**config.mk**
```make
export PLATFORM = sky130hd
export DESIGN_NAME = disp_seg_buffer
export DESIGN_NICKNAME = d
export VERILOG_FILES = /design/src/rtl/disp_seg_buffer.sv
export SDC_FILE = /design/constraint.sdc
export NUM_CORES = 1
export LEC_CHECK = 0
export ABC_AREA = 1
export BUFFER_PORTS_ARGS = -buffer_cell sky130_fd_sc_hd__buf_2
export CORE_MARGIN = 3
export CORE_UTILIZATION = 65
export CTS_BUF_LIST = sky130_fd_sc_hd__clkbuf_8
export DETAILED_ROUTE_END_ITERATION = 10
export HOLD_SLACK_MARGIN = 0.03
export PLACE_DENSITY = 0.83
export SLEW_MARGIN = 20
export SYNTH_ARGS = -nofsm -noshare
export SYNTH_HDL_FRONTEND = slang
export SYNTH_SLANG_ARGS = --single-unit
```
**constraint.sdc**
```tcl
create_clock -name clk -period 3.1 [get_ports clk]
set_input_delay 0.31 -clock clk [delete_from_list [all_inputs] [get_ports clk]]
set_output_delay 0.31 -clock clk [all_outputs]
set_load 0.05 [all_outputs]
```
**src/rtl/disp_seg_buffer.sv**
```systemverilog
// Segment shadow buffer: holds one segment byte per digit, tracks changed digits
// in dirty flags, streams them one per transfer over valid/ready, and blanks
// digits that stop being refreshed to mimic LED persistence.
module disp_seg_buffer #(
    parameter int unsigned NDIG        = 8,
    parameter int unsigned HOLD_CYCLES = 4096,
    parameter int unsigned AGE_W       = 13,
    parameter logic [7:0]  BLANK       = 8'h80
) (
    input  logic       clk,
    input  logic       rst_n,
    input  logic       wr,
    input  logic [7:0] mask,
    input  logic [7:0] data,
    output logic       out_valid,
    input  logic       out_ready,
    output logic [2:0] out_digit,
    output logic [7:0] out_data,
    output logic       busy
);

    localparam int unsigned DIG_W = 3;
    localparam int unsigned SUM_W = DIG_W + 1;
    localparam int unsigned SEG_W = 8;

    // Blanking is disabled entirely when HOLD_CYCLES is zero.
    localparam bit               HOLD_EN  = (HOLD_CYCLES != 0);
    localparam logic [AGE_W-1:0] HOLD_AGE = AGE_W'(HOLD_CYCLES);
    localparam logic [AGE_W-1:0] HOLD_M1  = HOLD_EN ? AGE_W'(HOLD_CYCLES - 1) : '0;

    logic [SEG_W-1:0] seg_q [NDIG];
    logic [SEG_W-1:0] seg_d [NDIG];
    logic [AGE_W-1:0] age_q [NDIG];
    logic [AGE_W-1:0] age_d [NDIG];
    logic [NDIG-1:0]  dirty_q;
    logic [NDIG-1:0]  dirty_d;
    logic [DIG_W-1:0] ptr_q;
    logic [DIG_W-1:0] ptr_d;

    logic             out_valid_d;
    logic [DIG_W-1:0] out_digit_d;
    logic [SEG_W-1:0] out_data_d;
    logic             busy_d;

    logic             load;
    logic             found;
    logic [DIG_W-1:0] pick;
    logic [SUM_W-1:0] idx_sum;
    logic             wr_hit;

    // Next-state: issue from the output register, then apply writes and blanking
    // so that a set in the same cycle overrides the issue's clear.
    always_comb begin
        for (int unsigned i = 0; i < NDIG; i++) begin
            seg_d[i] = seg_q[i];
            age_d[i] = age_q[i];
        end
        dirty_d     = dirty_q;
        ptr_d       = ptr_q;
        out_valid_d = out_valid;
        out_digit_d = out_digit;
        out_data_d  = out_data;
        found       = 1'b0;
        pick        = '0;
        idx_sum     = '0;
        wr_hit      = 1'b0;

        load = !out_valid || out_ready;

        // Round-robin search for the first dirty digit starting at ptr.
        for (int unsigned j = 0; j < NDIG; j++) begin
            idx_sum = SUM_W'(ptr_q) + SUM_W'(j);
            if (idx_sum >= SUM_W'(NDIG)) begin
                idx_sum = idx_sum - SUM_W'(NDIG);
            end
            if (!found && dirty_q[idx_sum[DIG_W-1:0]]) begin
                found = 1'b1;
                pick  = idx_sum[DIG_W-1:0];
            end
        end

        if (load) begin
            if (found) begin
                out_valid_d   = 1'b1;
                out_digit_d   = pick;
                out_data_d    = seg_q[pick];
                dirty_d[pick] = 1'b0;
                ptr_d         = (pick == DIG_W'(NDIG - 1)) ? '0 : pick + DIG_W'(1);
            end else begin
                out_valid_d = 1'b0;
            end
        end

        // Per-digit write, age and blanking; a write always beats blanking.
        for (int unsigned i = 0; i < NDIG; i++) begin
            wr_hit = wr && mask[i];
            if (HOLD_EN && (age_q[i] < HOLD_AGE)) begin
                age_d[i] = age_q[i] + AGE_W'(1);
            end
            if (wr_hit) begin
                seg_d[i] = data;
                age_d[i] = '0;
                if (data != seg_q[i]) begin
                    dirty_d[i] = 1'b1;
                end
            end else if (HOLD_EN && (age_q[i] == HOLD_M1)) begin
                seg_d[i] = BLANK;
                if (seg_q[i] != BLANK) begin
                    dirty_d[i] = 1'b1;
                end
            end
        end

        busy_d = (|dirty_d) | out_valid_d;
    end

    // State and output registers with synchronous reset; reset queues every digit.
    always_ff @(posedge clk) begin
        if (!rst_n) begin
            for (int unsigned i = 0; i < NDIG; i++) begin
                seg_q[i] <= BLANK;
                age_q[i] <= '0;
            end
            dirty_q   <= '1;
            ptr_q     <= '0;
            out_valid <= 1'b0;
            out_digit <= '0;
            out_data  <= BLANK;
            busy      <= 1'b1;
        end else begin
            for (int unsigned i = 0; i < NDIG; i++) begin
                seg_q[i] <= seg_d[i];
                age_q[i] <= age_d[i];
            end
            dirty_q   <= dirty_d;
            ptr_q     <= ptr_d;
            out_valid <= out_valid_d;
            out_digit <= out_digit_d;
            out_data  <= out_data_d;
            busy      <= busy_d;
        end
    end

endmodule

```
After elaboration in Yosys (flattened, before gate mapping) --
Memory sizes are Yosys's and may differ from the RTL's. A register that Yosys moved wholly into a read port is not among the register bits. Index checks and enable logic that the tools add are counted.
Operators by class: equal/unequal tests 25, reductions and logical operators 28, add/sub/neg operators 24, order comparisons 26, muxes and demuxes 129, bitwise operators 19
Operators with widths (count):
- two-way mux 13 bit | 24
- two-way mux 8 bit | 26
- adder 13 x 1 -> 13 bit (second input constant) | 8
- == test 13 x 12 -> 1 bit (second input constant) | 8
- < comparator 13 bit (second input constant) | 8
- inequality test 8 bit | 8
- inequality test 8 bit (second input constant) | 8
- two-way mux 1 bit | 53
- two-way mux 3 bit | 17
- < comparator 3 x 4 -> 1 bit (second input constant) | 9
- greater-or-equal comparator 4 bit (second input constant) | 7
- binary-select mux 1 bit (select 3 bit) | 8
- subtractor 3 x 1 -> 3 bit (second input constant) | 8
- bitwise OR 1 bit | 17
- adder 3 x 3 -> 4 bit (second input constant) | 4
- logical AND 1 bit | 16
- zero test 1 bit | 9
- adder 3 x 2 -> 4 bit (second input constant) | 2
- bitwise AND 8 bit | 1
- NOT 8 bit | 1
- OR reduction 8 bit | 1
- adder 3 x 1 -> 4 bit (second input constant) | 1
- greater-or-equal comparator 3 x 4 -> 1 bit (second input constant) | 1
- adder 3 x 1 -> 3 bit (second input constant) | 1
- 5 further kinds | 5
Storage, ports and cells: output and inout port bits 13, logic and storage cells 258, memories 2, bits in writable memories 168, bits of input ports 20, bits in registers 16
Memory list:
- age_q | depth 8, width 13, read ports 8, clocked after Yosys merged registers in 0, write ports 8, RTL line 33 | logic [AGE_W-1:0] age_q [NDIG];
- seg_q | depth 8, width 8, read ports 9, clocked after Yosys merged registers in 1, write ports 8, RTL line 31 | logic [SEG_W-1:0] seg_q [NDIG];

Longest topological paths before layout --
Gate-level depths: netlist (run 1).
depth after elaboration 39, gate-level depth with buffers 25, gate-level depth less buffers 22

Worst setup path before layout (run 1) --
OpenSTA, ideal clock, no wires.
path type flip-flop to flip-flop, start point register ptr_q[0], end point register busy, cell stages (with the launch flop) 24, setup slack 254 ps, buffers on the path 3, data required time 2979 ps, arrival time 2725 ps, path through dfxtp_1 -> buf_6 -> inv_2 -> buf_6 -> ha_1 -> inv_2 -> nand3_2 -> nand2_1 -> nor2_1 -> a31oi_2 -> inv_2 -> nor2_4 -> nand3_2 -> nand2_1 -> nand2_2 -> nand2_2 -> buf_12 -> nand2_4 -> nor2_2 -> nor2_1 -> nor2_1 -> nand2_1 -> nor2_1 -> nand3_1
On the way: word-level cells in the longest chain between the ends 39, elaborated cells between the ends (all ways) 122, those cells by class 15 x add/sub; 10 x order compare; 78 x mux; 3 x bitwise; 16 x reduce/logical
Ends and longest elaborated chain:
- start, declared | RTL line 37 | logic [DIG_W-1:0] ptr_q;
- start signal, assigned | RTL line 136 | ptr_q <= ptr_d;
- branches (longest 38 deep; another with adder 3 x 1 -> 4 bit)
- bitwise OR 1 bit (*) | RTL line 114 | busy_d = (|dirty_d) | out_valid_d;
- end signal, assigned | RTL line 140 | busy <= busy_d;
- end, declared | RTL line 19 | output logic busy
Mark *: on every way between the ends. The select of a mux whose other input is x is not followed. A chain may end at the register's enable or synchronous reset.

Final worst setup path (run 1) --
start point register ptr_q[1], end point register busy
The elaborated chain is that of the path after synthesis.

==> results of run 1 <==
==> final cells by class <==
type                    instances  area [sq um]
repair buffers                 58           410
fillers                      1234          3940
well taps                     184           230
flip-flops and latches        192          3840
multi-input cells            1039          5300
inverters                     190           721
clock inverters                13           171
clock buffers                  18           248
==> worst register-to-register path, cell delays in order, from the launching register on <==
cell     delay, ns
dfxtp_1       0.35
buf_4         0.20
xor2_1        0.34
inv_1         0.13
o21ai_0       0.39
inv_1         0.17
nand3_2       0.12
nand2_1       0.06
nand2_2       0.08
nand2_4       0.09
buf_12        0.18
nor2_4        0.15
nand2_1       0.06
a21oi_1       0.24
nand2_1       0.10
nor2_1        0.11
nand3_1       0.07
==> worst max path at each step <==
stage	slack (ns)	cells past startpoint	endpoint	start
detailed placement	0.19	18	busy$_SDFF_PN1_	ptr_q[1]$_SDFFE_PN0P_
CTS	0.17	18	busy$_SDFF_PN1_	ptr_q[1]$_SDFFE_PN0P_
global placement	0.23	18	busy$_SDFF_PN1_	ptr_q[1]$_SDFFE_PN0P_
finish	0.16	16	busy$_SDFF_PN1_	ptr_q[1]$_SDFFE_PN0P_
floorplan	0.25	23	busy$_SDFF_PN1_	ptr_q[0]$_SDFFE_PN0P_
global route	-0.07	19	busy$_SDFF_PN1_	ptr_q[0]$_SDFFE_PN0P_
==> cells in the mapped netlist (4+ instances only) <==
cell type / number
ha_1: 10
nand3_2: 14
or2_2: 5
nor2_1: 118
nand4_1: 27
nor2_4: 4
dfxtp_1: 192
o21ai_1: 13
buf_2: 6
o22ai_1: 25
clkinv_1: 11
nand3_1: 130
inv_2: 7
nor2_2: 4
nor4_1: 8
nand2_2: 12
o21ai_0: 45
xnor2_1: 7
o2111ai_1: 6
buf_6: 5
nand2_1: 341
a21oi_1: 146
nor3_1: 47
clkbuf_1: 29
inv_1: 171
o211ai_1: 5
a2111oi_0: 10
o311a_1: 4
xor2_1: 37
==> power by group through the flow <==
| stage | clock network (mW) | logic, mW | registers (mW) |
|---|---|---|---|
| floorplan | 0 | 2.81 | 2.88 |
| global placement | 0 | 3.51 | 2.78 |
| detailed placement | 0 | 3.56 | 2.79 |
| CTS | 1.76 | 3.59 | 2.73 |
| global route | 1.86 | 4.24 | 2.75 |
| finish | 1.74 | 3.88 | 2.73 |
==> metal layers <==
layer | share of wire | vias up
met5 | 0 | -
met4 | 0.020 | 0
met3 | 0.069 | 47
met2 | 0.48 | 316
met1 | 0.43 | 4422
li1 | - | 4905
==> registers in the layout, summed over array words and instances, names as in the netlist <==
register	flops
out_digit	3
busy	1
dirty_q	8
out_valid	1
ptr_q	3
age_q	104
seg_q	64
out_data	8
==> metrics by stage <==
stage	worst slack (ns)	total power, mW	hold slack [ns]
6_report	0.158	8.35	0.229
3_5_place_dp	0.189	6.35	0.460
2_1_floorplan	0.254	5.69	0.417
3_3_place_gp	0.231	6.30	0.446
5_1_grt	-0.0686	8.85	0.277
4_1_cts	0.165	8.08	0.225
==> logic make-up (layout without fill, tap and decap cells) <==
logic type      after synthesis  in the layout
buf+inv                     236            279
simple gates                719            719
compound gates              265            265
fa+ha+maj                    10             10
flops                       192            192
xor+xnor                     45             45
==> what timing repair did <==
| action | CTS | global route |
|---|---|---|
| hold endpoints to repair | 0 | 0 |
| resized for setup | 0 | 7 |
| buffers inserted | 0 | 6 |
| hold buffers | 0 | 0 |
| setup endpoints to repair | 0 | 7 |
==> key figures, run 1 <==
Run status
  – Status: finished, final reports clean

Yosys
  – Library cells used by synthesis: 49
  – Mapped cell area: 0.0101 sq mm
  – FF+latch count, synth: 192
  – Synth area leader: dfxtp_1
  – Ys async rst share: 0
  – Post-Synth Adder-Cell Area: 0.0124
  – Synth top area cells: dfxtp_1 (38%), nand2_1 (13%), a21oi_1 (7.2%)
  – Post-synth EDFFs: 0
  – Mapped Avg Cell Area: 6.87 sq um
  – Post-synthesis simple-gate area fraction: 0.322
  – Post-synthesis mux area share: 0
  – Sequential share of the synthesized area: 0.381
  – Syn_nets: 1497
  – Cell count after synthesis: 1467
  – Top-area cell type share of the netlist area: 0.381
  – Ys flop type: dfxtp_1
  – Main combinational cell family by area after synthesis: simple AND/OR/NAND/NOR gates
  – Post-synthesis xor/xnor area fraction: 0.0398
  – Synth Area in Compound Gates: 0.148
  – Yosys warns: 0

STA
  – Setup TNS: 0 ns
  – Number of hold violations in the final report: 0
  – Slew margin rel.: 0.644
  – Final setup viols: 0
  – Final critical-path share of the clock period: 0.949
  – Clock Skew: 0.0137 ns
  – Fmax achieved: 340 MHz
  – Worst Tran Pin Value: 0.533 ns
  – Final min period: 2.94 ns
  – Slew Viols, Final: 0

Final layout
  – Commonest non-fill, non-tap cells in the layout: nand2_1 (341), dfxtp_1 (192), inv_1 (170)
  – Ratio of cells with drive above 1 in the final layout: 0.0993
  – Layout overhead on the synthesized area: 8.34%
  – Cell Count, Final, Fillers Out: 1694
  – # nets final: 1528
  – Fin area: 0.0109 sq mm
  – Final core occ: 0.735
  – Leading cell type in the layout, fill and taps excluded: nand2_1
  – N_diodes: 0

Floorplan
  – # IOs: 33
  – Cell Rows: 44
  – Initial Util: 0.678
  – Core Box Area: 0.0149 sq mm
  – Die height: 131 microns
  – Die X: 131 microns
  – Die area: 0.0170 sq mm

GRT
  – Vias in the first global route: 8827
  – Antenna violations before repair: 0
  – Met1 Track Usage GR: 0.379
  – First-pass GRT wire length: 40400 microns
  – Pin count of the biggest net entering global routing: 40
  – Total track usage: 0.291
  – GRT Max-Usage Layer: met2
  – Met2 Usage GRT: 0.494
  – Grt met3 use: 0.0451
  – Overflow after GRT: 0

Worst setup path
  – Critical path buffer and inverter count: 4
  – Critical Path, Cell by Cell: buf_4, xor2_1, inv_1, o21ai_0, inv_1, nand3_2, nand2_1, nand2_2, nand2_4, buf_12, nor2_4, nand2_1, a21oi_1, nand2_1, nor2_1, nand3_1
  – Req. time, crit path: 3.46 ns
  – Worst Reg2Reg Path Length in Cells: 16
  – Critical path fanouts, max: 23
  – Crit path launch type: flop
  – Flop-to-flop setup slack: 0.16 ns
  – Critical path's slowest cell: o21ai_0
  – Critical path endpoint category: flop
  – Cell repeated most along the worst path: nand2_1
  – FF-to-FF End: busy$_SDFF_PN1_
  – Type of the worst setup path: reg2reg
  – Critical path's largest stage delay: 0.39 ns
  – CP delay by family, top: simple AND/OR/NAND/NOR gates
  – FF-to-FF Start: ptr_q[1]$_SDFFE_PN0P_
  – Signal arrival time at the worst endpoint: 3.30 ns

Power and ir drop
  – Combinational power share: 0.464
  – Reg power frac: 0.327
  – Leakage power figure: 4.51 nW
  – Pwr dens: 764 mW/mm^2
  – Switching Share: 0.431
  – P_int: 4.75 mW
  – Net switching power: 3.60 mW
  – Clock power share: 0.208
  – VDD IR max: 0.546 mV

Route
  – Vias/cell: 5.72
  – Initial DRC count: 973
  – Pre-antenna DRT Iters: 6
  – Drt drc: 0
  – Vias: 9690
  – Total wire length: 24600 microns
  – WL/cell: 14.5 microns
  – ANT nets after route: 0

Clocking
  – Clk Latency, worst-skew pair: 0.48 ns
  – Total CTS buffers: 17
  – Sink Count: 192
  – CTS tree: built
  – Clk slew on worst S/H paths: 0.09 ns
  – H-tree depth: 4
  – CTS Root Buffer Type: clkbuf_8
  – Longest Clk Path Bufs: 2

Min path
  – HP Start: out_ready
  – Worst Hold End: out_valid$_SDFF_PN0_
  – Hold Crit Depth: 6
  – HP Class: in2reg

Job
  – Max-cap violations: 0

Place
  – Post-DP HPWL: 17800 microns
  – Quantity of I/O buffers inserted on ports: 32
  – Area after DPL: 0.0104 sq mm
  – Final Wtd Congestion: 0.965
  – Dpl cells: 1656
(Power assumes the default switching activity.)
==> run 2, diff against run 1 <==
- CORE_UTILIZATION: 65 -> 51
- PLACE_DENSITY: 0.83 -> 0.67
==> key figures, run 2 (synthesized netlist as in run 1, its figures left out) <==
Run status
  – Status: finished, final reports clean

Job
  – Max-cap violations: 0 (unchanged)

Route
  – Pre-antenna DRT Iters: 5 (-1)
  – ANT nets after route: 0 (unchanged)
  – WL/cell: 14.1 microns (-2.7%)
  – Drt drc: 0 (unchanged)
  – Total wire length: 25000 microns (+1.9%)
  – Vias: 9462 (-2.4%)
  – Vias/cell: 5.34 (-6.7%)
  – Initial DRC count: 863 (-11%)

Floorplan
  – Cell Rows: 50 (+14%)
  – # IOs: 33 (unchanged)
  – Core Box Area: 0.0191 sq mm (+28%)
  – Die area: 0.0215 sq mm (+26%)
  – Initial Util: 0.528 (-0.150)
  – Die X: 147 microns (+12%)
  – Die height: 147 microns (+12%)

GRT
  – Pin count of the biggest net entering global routing: 42 (+5.0%)
  – Overflow after GRT: 0 (unchanged)
  – Antenna violations before repair: 0 (unchanged)
  – Total track usage: 0.230 (-0.0609)
  – Vias in the first global route: 8507 (-3.6%)
  – First-pass GRT wire length: 41200 microns (+2.0%)

Power and ir drop
  – Leakage power figure: 4.50 nW (-0.18%)
  – VDD IR max: 0.534 mV (-2.1%)
  – Pwr dens: 752 mW/mm^2 (-1.6%)

Place
  – Dpl cells: 1738 (+5.0%)
  – Quantity of I/O buffers inserted on ports: 32 (unchanged)
  – Post-DP HPWL: 18000 microns (+1.2%)
  – Final Wtd Congestion: 0.938 (-2.8%)

Clocking
  – H-tree depth: 4 (unchanged)
  – CTS tree: built
  – Sink Count: 192 (unchanged)
  – Total CTS buffers: 17 (unchanged)
  – CTS Hold Bufs: 0 (unchanged)
  – Longest Clk Path Bufs: 2 (unchanged)
  – Clk slew on worst S/H paths: 0.10 ns (about the same)
  – CTS Root Buffer Type: clkbuf_8
  – Clk Latency, worst-skew pair: 0.48 ns (about the same)

Final layout
  – Commonest non-fill, non-tap cells in the layout: nand2_1 (340), dfxtp_1 (191), inv_1 (170)
  – Cell Count, Final, Fillers Out: 1773 (+4.7%)
  – Max FFs per register: 104 (unchanged)
  – N_diodes: 0 (unchanged)
  – Most flop-heavy register: age_q
  – Leading cell type in the layout, fill and taps excluded: nand2_1
  – Top Registers: age_q (104), seg_q (64)
  – Layout overhead on the synthesized area: 9.11%
  – # nets final: 1530 (+0.13%)
  – Ratio of cells with drive above 1 in the final layout: 0.104 (+0.00509)

STA
  – Number of hold violations in the final report: 0 (unchanged)
  – Worst Tran Pin Value: 0.567 ns (+0.0335 ns)
  – Clock Skew: 0.0154 ns (+0.00168 ns)
  – Slew Viols, Final: 0 (unchanged)
  – Fmax achieved: 338 MHz (-0.48%)
  – Final setup viols: 0 (unchanged)
  – Final min period: 2.96 ns (+0.0141 ns)
  – Slew margin rel.: 0.621 (-0.0229)
  – Final critical-path share of the clock period: 0.954 (+0.00456)
  – Setup TNS: 0 ns (unchanged)

Worst setup path
  – Critical path endpoint category: flop
  – Crit path launch type: flop
  – Req. time, crit path: 3.45 ns (about the same)
  – Signal arrival time at the worst endpoint: 3.31 ns (about the same)
  – Type of the worst setup path: reg2reg
  – Critical path fanouts, max: 21 (-8.7%)

Min path
  – HP Class: in2reg
-- run 2: cell types whose count changed in the layout (fill, tap and decap cells not counted), sizes merged --
cell	previous run	this run
clkbuf	19	18
bufinv	3	2
buf	57	59
clkinvlp	1	2
inv	186	184
clkinv	13	17
-- run 2: where the power goes --
| group | switching [mW] | total (mW) | internal [mW] |
|---|---|---|---|
| registers | 0.132 | 2.74 | 2.61 |
| clock network | 0.943 | 1.69 | 0.743 |
| logic | 2.56 | 3.85 | 1.28 |
-- run 2: area by class of cell --
class	instances	area, sq um
multi-input cells	1039	5300
clock inverters	15	179
repair buffers	60	400
fillers	1826	8080
clock buffers	17	234
flip-flops and latches	192	3840
inverters	190	718
well taps	260	325
-- run 2: final timing paths --
kind / cells past startpoint / from / slack (ns) / end
hold / removal: 6 / out_ready / 0.24 / out_valid$_SDFF_PN0_
setup reg to reg: 19 / ptr_q[1]$_SDFFE_PN0P_ / 0.14 / busy$_SDFF_PN1_
setup / recovery: 19 / ptr_q[1]$_SDFFE_PN0P_ / 0.14 / busy$_SDFF_PN1_
hold reg to reg: 2 / age_q[1][49]$_SDFFE_PP0N_ / 0.47 / age_q[1][49]$_SDFFE_PP0N_
-- run 2: metal layers --
metal	GRT usage	vias up	part of all wire
met5	0	-	0
met4	0.0682	0	0.015
met3	0.0506	30	0.058
met2	0.358	233	0.46
met1	0.321	4295	0.47
li1	-	4904	-
-- run 2: what timing repair did --
action / CTS / global route
buffers inserted: 0 / 2
resized for setup: 0 / 9
endpoints found under the setup margin: 0 / 10
-- run 2: metrics by stage --
step                       util  setup WS [ns]  instance area, sq um  hold slack (ns)  power (mW)
after detailed placement  0.551          0.168                 10500            0.457        6.39
after global routing      0.576        -0.0139                 11000            0.265        8.86
final                     0.576          0.144                 11000            0.242        8.28
after global placement    0.551          0.272                 10500            0.446        6.37
after floorplan               -          0.254                 10100            0.417        5.69
after CTS                 0.573          0.106                 10900            0.227        8.11
-- run 2: worst max-delay path, cell delays in order, from the launching register on --
cell,delay (ns)
dfxtp_1,0.33
buf_4,0.18
ha_2,0.22
xnor2_2,0.27
nor2_1,0.10
a31oi_2,0.29
inv_2,0.08
nor2_4,0.16
nand3_2,0.09
nand2_1,0.09
nand2_2,0.06
nand2_2,0.14
buf_12,0.18
nand2_4,0.08
nor2_2,0.12
nor2_1,0.05
nor2_1,0.14
nand2_1,0.07
nor2_1,0.09
nand3_1,0.09
==> run 3, diff against run 2 <==
- GPL_TIMING_DRIVEN: unset -> 0
- HOLD_SLACK_MARGIN: 0.03 -> 0.08
==> key figures, run 3 (synthesized netlist as in run 1, its figures left out) <==
STA
  – RSZ-0062 raised after global routing: yes
  – Final critical-path share of the clock period: 0.988 (+0.0343)
  – Clock Skew: 0.0199 ns (+0.00449 ns)
  – Worst Tran Pin Value: 0.902 ns (+0.335 ns)
  – Final WS setup: 0.0371 ns (-0.106 ns)
  – Final min period: 3.06 ns (+0.106 ns)
  – Final setup viols: 0 (unchanged)
  – Min Hold Slack: 0.106 ns (-0.137 ns)
  – Number of hold violations in the final report: 0 (unchanged)
  – Slew Viols, Final: 0 (unchanged)
  – Fmax achieved: 326 MHz (-3.5%)
  – Slew margin rel.: 0.398 (-0.223)

Min path
  – HP Start: rst_n
  – HP Class: in2reg
  – Worst Hold End: dirty_q[6]$_SDFF_PN1_
  – Hold Crit Depth: 2 (-4)

Floorplan
  – Cell Rows: 50 (unchanged)
  – Core Box Area: 0.0191 sq mm (unchanged)
  – Die X: 147 microns (unchanged)
  – Die height: 147 microns (unchanged)
  – # IOs: 33 (unchanged)
  – Initial Util: 0.528 (unchanged)
  – Die area: 0.0215 sq mm (unchanged)

Worst setup path
  – Req. time, crit path: 3.46 ns (about the same)
  – Worst Reg2Reg Path Length in Cells: 22 (+3)
  – Critical path fanouts, max: 8 (-62%)
  – FF-to-FF Start: ptr_q[0]$_SDFFE_PN0P_
  – Flop-to-flop setup slack: 0.04 ns (-0.11 ns)
  – Signal arrival time at the worst endpoint: 3.43 ns (+0.12 ns)
  – FF-to-FF End: busy$_SDFF_PN1_
  – Type of the worst setup path: reg2reg
  – Crit path launch type: flop
  – Critical path endpoint category: flop

Place
  – Post-DP HPWL: 20000 microns (+11%)
  – Final Wtd Congestion: 0.987 (+5.3%)
  – Place WS: -0.328 ns (-0.496 ns)
  – Quantity of I/O buffers inserted on ports: 24 (-25%)

Route
  – ANT nets after route: 0 (unchanged)
  – Drt drc: 0 (unchanged)
  – WL/cell: 15.3 microns (+8.6%)
  – Vias: 9797 (+3.5%)
  – Vias/cell: 5.39 (+0.92%)
  – Pre-antenna DRT Iters: 5 (unchanged)
  – Total wire length: 27900 microns (+11%)
  – Initial DRC count: 740 (-14%)

Power and ir drop
  – Pwr dens: 825 mW/mm^2 (+9.7%)
  – Total Power: 9.48 mW (+15%)
  – VDD IR max: 0.407 mV (-24%)
  – Leakage power figure: 4.69 nW (+4.1%)

Clocking
  – CTS Root Buffer Type: clkbuf_8
  – Sink Count: 192 (unchanged)
  – H-tree depth: 4 (unchanged)
  – Clk slew on worst S/H paths: 0.10 ns (about the same)
  – Clk Latency, worst-skew pair: 0.51 ns (+0.03 ns)
  – Longest Clk Path Bufs: 2 (unchanged)
  – CTS tree: built
  – Total CTS buffers: 17 (unchanged)

Final layout
  – Ratio of cells with drive above 1 in the final layout: 0.126 (+0.0213)
  – Leading cell type in the layout, fill and taps excluded: nand2_1
  – Layout overhead on the synthesized area: 14.0%
  – # nets final: 1576 (+3.0%)
  – Max FFs per register: 104 (unchanged)
  – N_diodes: 0 (unchanged)
  – Top Registers: age_q (104), seg_q (64)
  – Commonest non-fill, non-tap cells in the layout: nand2_1 (332), dfxtp_1 (190), inv_1 (169)
  – Fillers: 1834 (+0.44%)
  – Reg area: 0.00385 sq mm (about the same)
  – Most flop-heavy register: age_q
  – Final core occ: 0.602 (+0.0257)
  – Multi-input logic area: 0.00547 sq mm (+3.2%)

GRT
  – Overflow after GRT: 0 (unchanged)
  – Vias in the first global route: 9039 (+6.3%)
  – Antenna violations before repair: 0 (unchanged)
  – First-pass GRT wire length: 45100 microns (+9.4%)
  – Pin count of the biggest net entering global routing: 21 (-50%)
  – Total track usage: 0.256 (+0.0259)

Run status
  – Status: finished, final reports clean

Job
  – Max-cap violations: 0 (unchanged)
[run 3: changes by cell type in the layout (fill, tap and decap cells not counted), sizes merged]
| cell | delta |
|---|---|
| bufinv | -2 |
| clkinv | +1 |
| clkbuf | +32 |
| inv | +1 |
| buf | +15 |
| clkinvlp | -1 |
[run 3: worst max-delay path by stage]
stage | start | end | slack (ns) | depth (start not counted)
2_1_floorplan | ptr_q[0]$_SDFFE_PN0P_ | busy$_SDFF_PN1_ | 0.25 | 23
3_3_place_gp | ptr_q[1]$_SDFFE_PN0P_ | busy$_SDFF_PN1_ | -0.29 | 20
3_5_place_dp | ptr_q[1]$_SDFFE_PN0P_ | busy$_SDFF_PN1_ | -0.33 | 20
4_1_cts | ptr_q[1]$_SDFFE_PN0P_ | busy$_SDFF_PN1_ | 0.01 | 21
5_1_grt | ptr_q[0]$_SDFFE_PN0P_ | busy$_SDFF_PN1_ | -0.14 | 22
6_report | ptr_q[0]$_SDFFE_PN0P_ | busy$_SDFF_PN1_ | 0.04 | 22
[run 3: timing repair]
item	4_1_cts	5_1_grt
hold buffers	0	0
setup buffers	1	33
pin swaps	2	29
resized for setup	12	51
endpoints found under the setup margin	23	13
cloned	0	2
[run 3: per-stage QoR]
stage                     std cells  TNS [ns]  area, sq um
after global placement         1751     -2.76        10500
after CTS                      1784         0        11000
after floorplan                1467         0        10100
after global routing           1819    -0.521        11500
after detailed placement       1751     -3.64        10500
final                          1819         0        11500
[run 3: worst max-delay path: stages (launching register included)]
cell     delay [ns]
dfxtp_2        0.34
buf_6          0.13
inv_4          0.04
buf_12         0.12
ha_4           0.35
nand3_4        0.12
nand3_4        0.11
nand2_4        0.08
nor2_8         0.15
nand4_4        0.13
nor2_4         0.17
nand3_2        0.11
nand2_2        0.08
nand2_2        0.07
nand2_4        0.11
buf_12         0.15
nand2_8        0.07
nor2_4         0.11
nor2_1         0.05
nor2_1         0.15
nand2_1        0.07
nor2_1         0.09
nand3_1        0.13
[run 3: layout make-up]
type	count	share of cell area
well taps	260	0.0283
flip-flops and latches	192	0.335
clock buffers	18	0.0216
clock inverters	14	0.0142
repair buffers	60	0.0370
inverters	190	0.0639
plain buffers	46	0.0245
multi-input cells	1039	0.476
[run 3: report_power, final]
| group | internal [mW] | switching, mW | leakage [nW] | total (mW) |
|---|---|---|---|---|
| sequential | 2.61 | 0.119 | 1.56 | 2.73 |
| combinational | 1.95 | 3.11 | 2.92 | 5.05 |
| clock | 0.634 | 1.06 | 0.207 | 1.70 |
| total | 5.19 | 4.29 | 4.69 | 9.48 |
[run 3: layer usage]
| layer | vias to the layer above | part of all wire | global-route usage | wire length [microns] |
|---|---|---|---|---|
| li1 | 5000 | - | - | - |
| met5 | - | 0 | 0 | 0 |
| met2 | 248 | 0.45 | 0.403 | 12500 |
| met4 | 0 | 0.039 | 0.112 | 1090 |
| met3 | 62 | 0.060 | 0.0481 | 1670 |
| met1 | 4487 | 0.45 | 0.343 | 12700 |
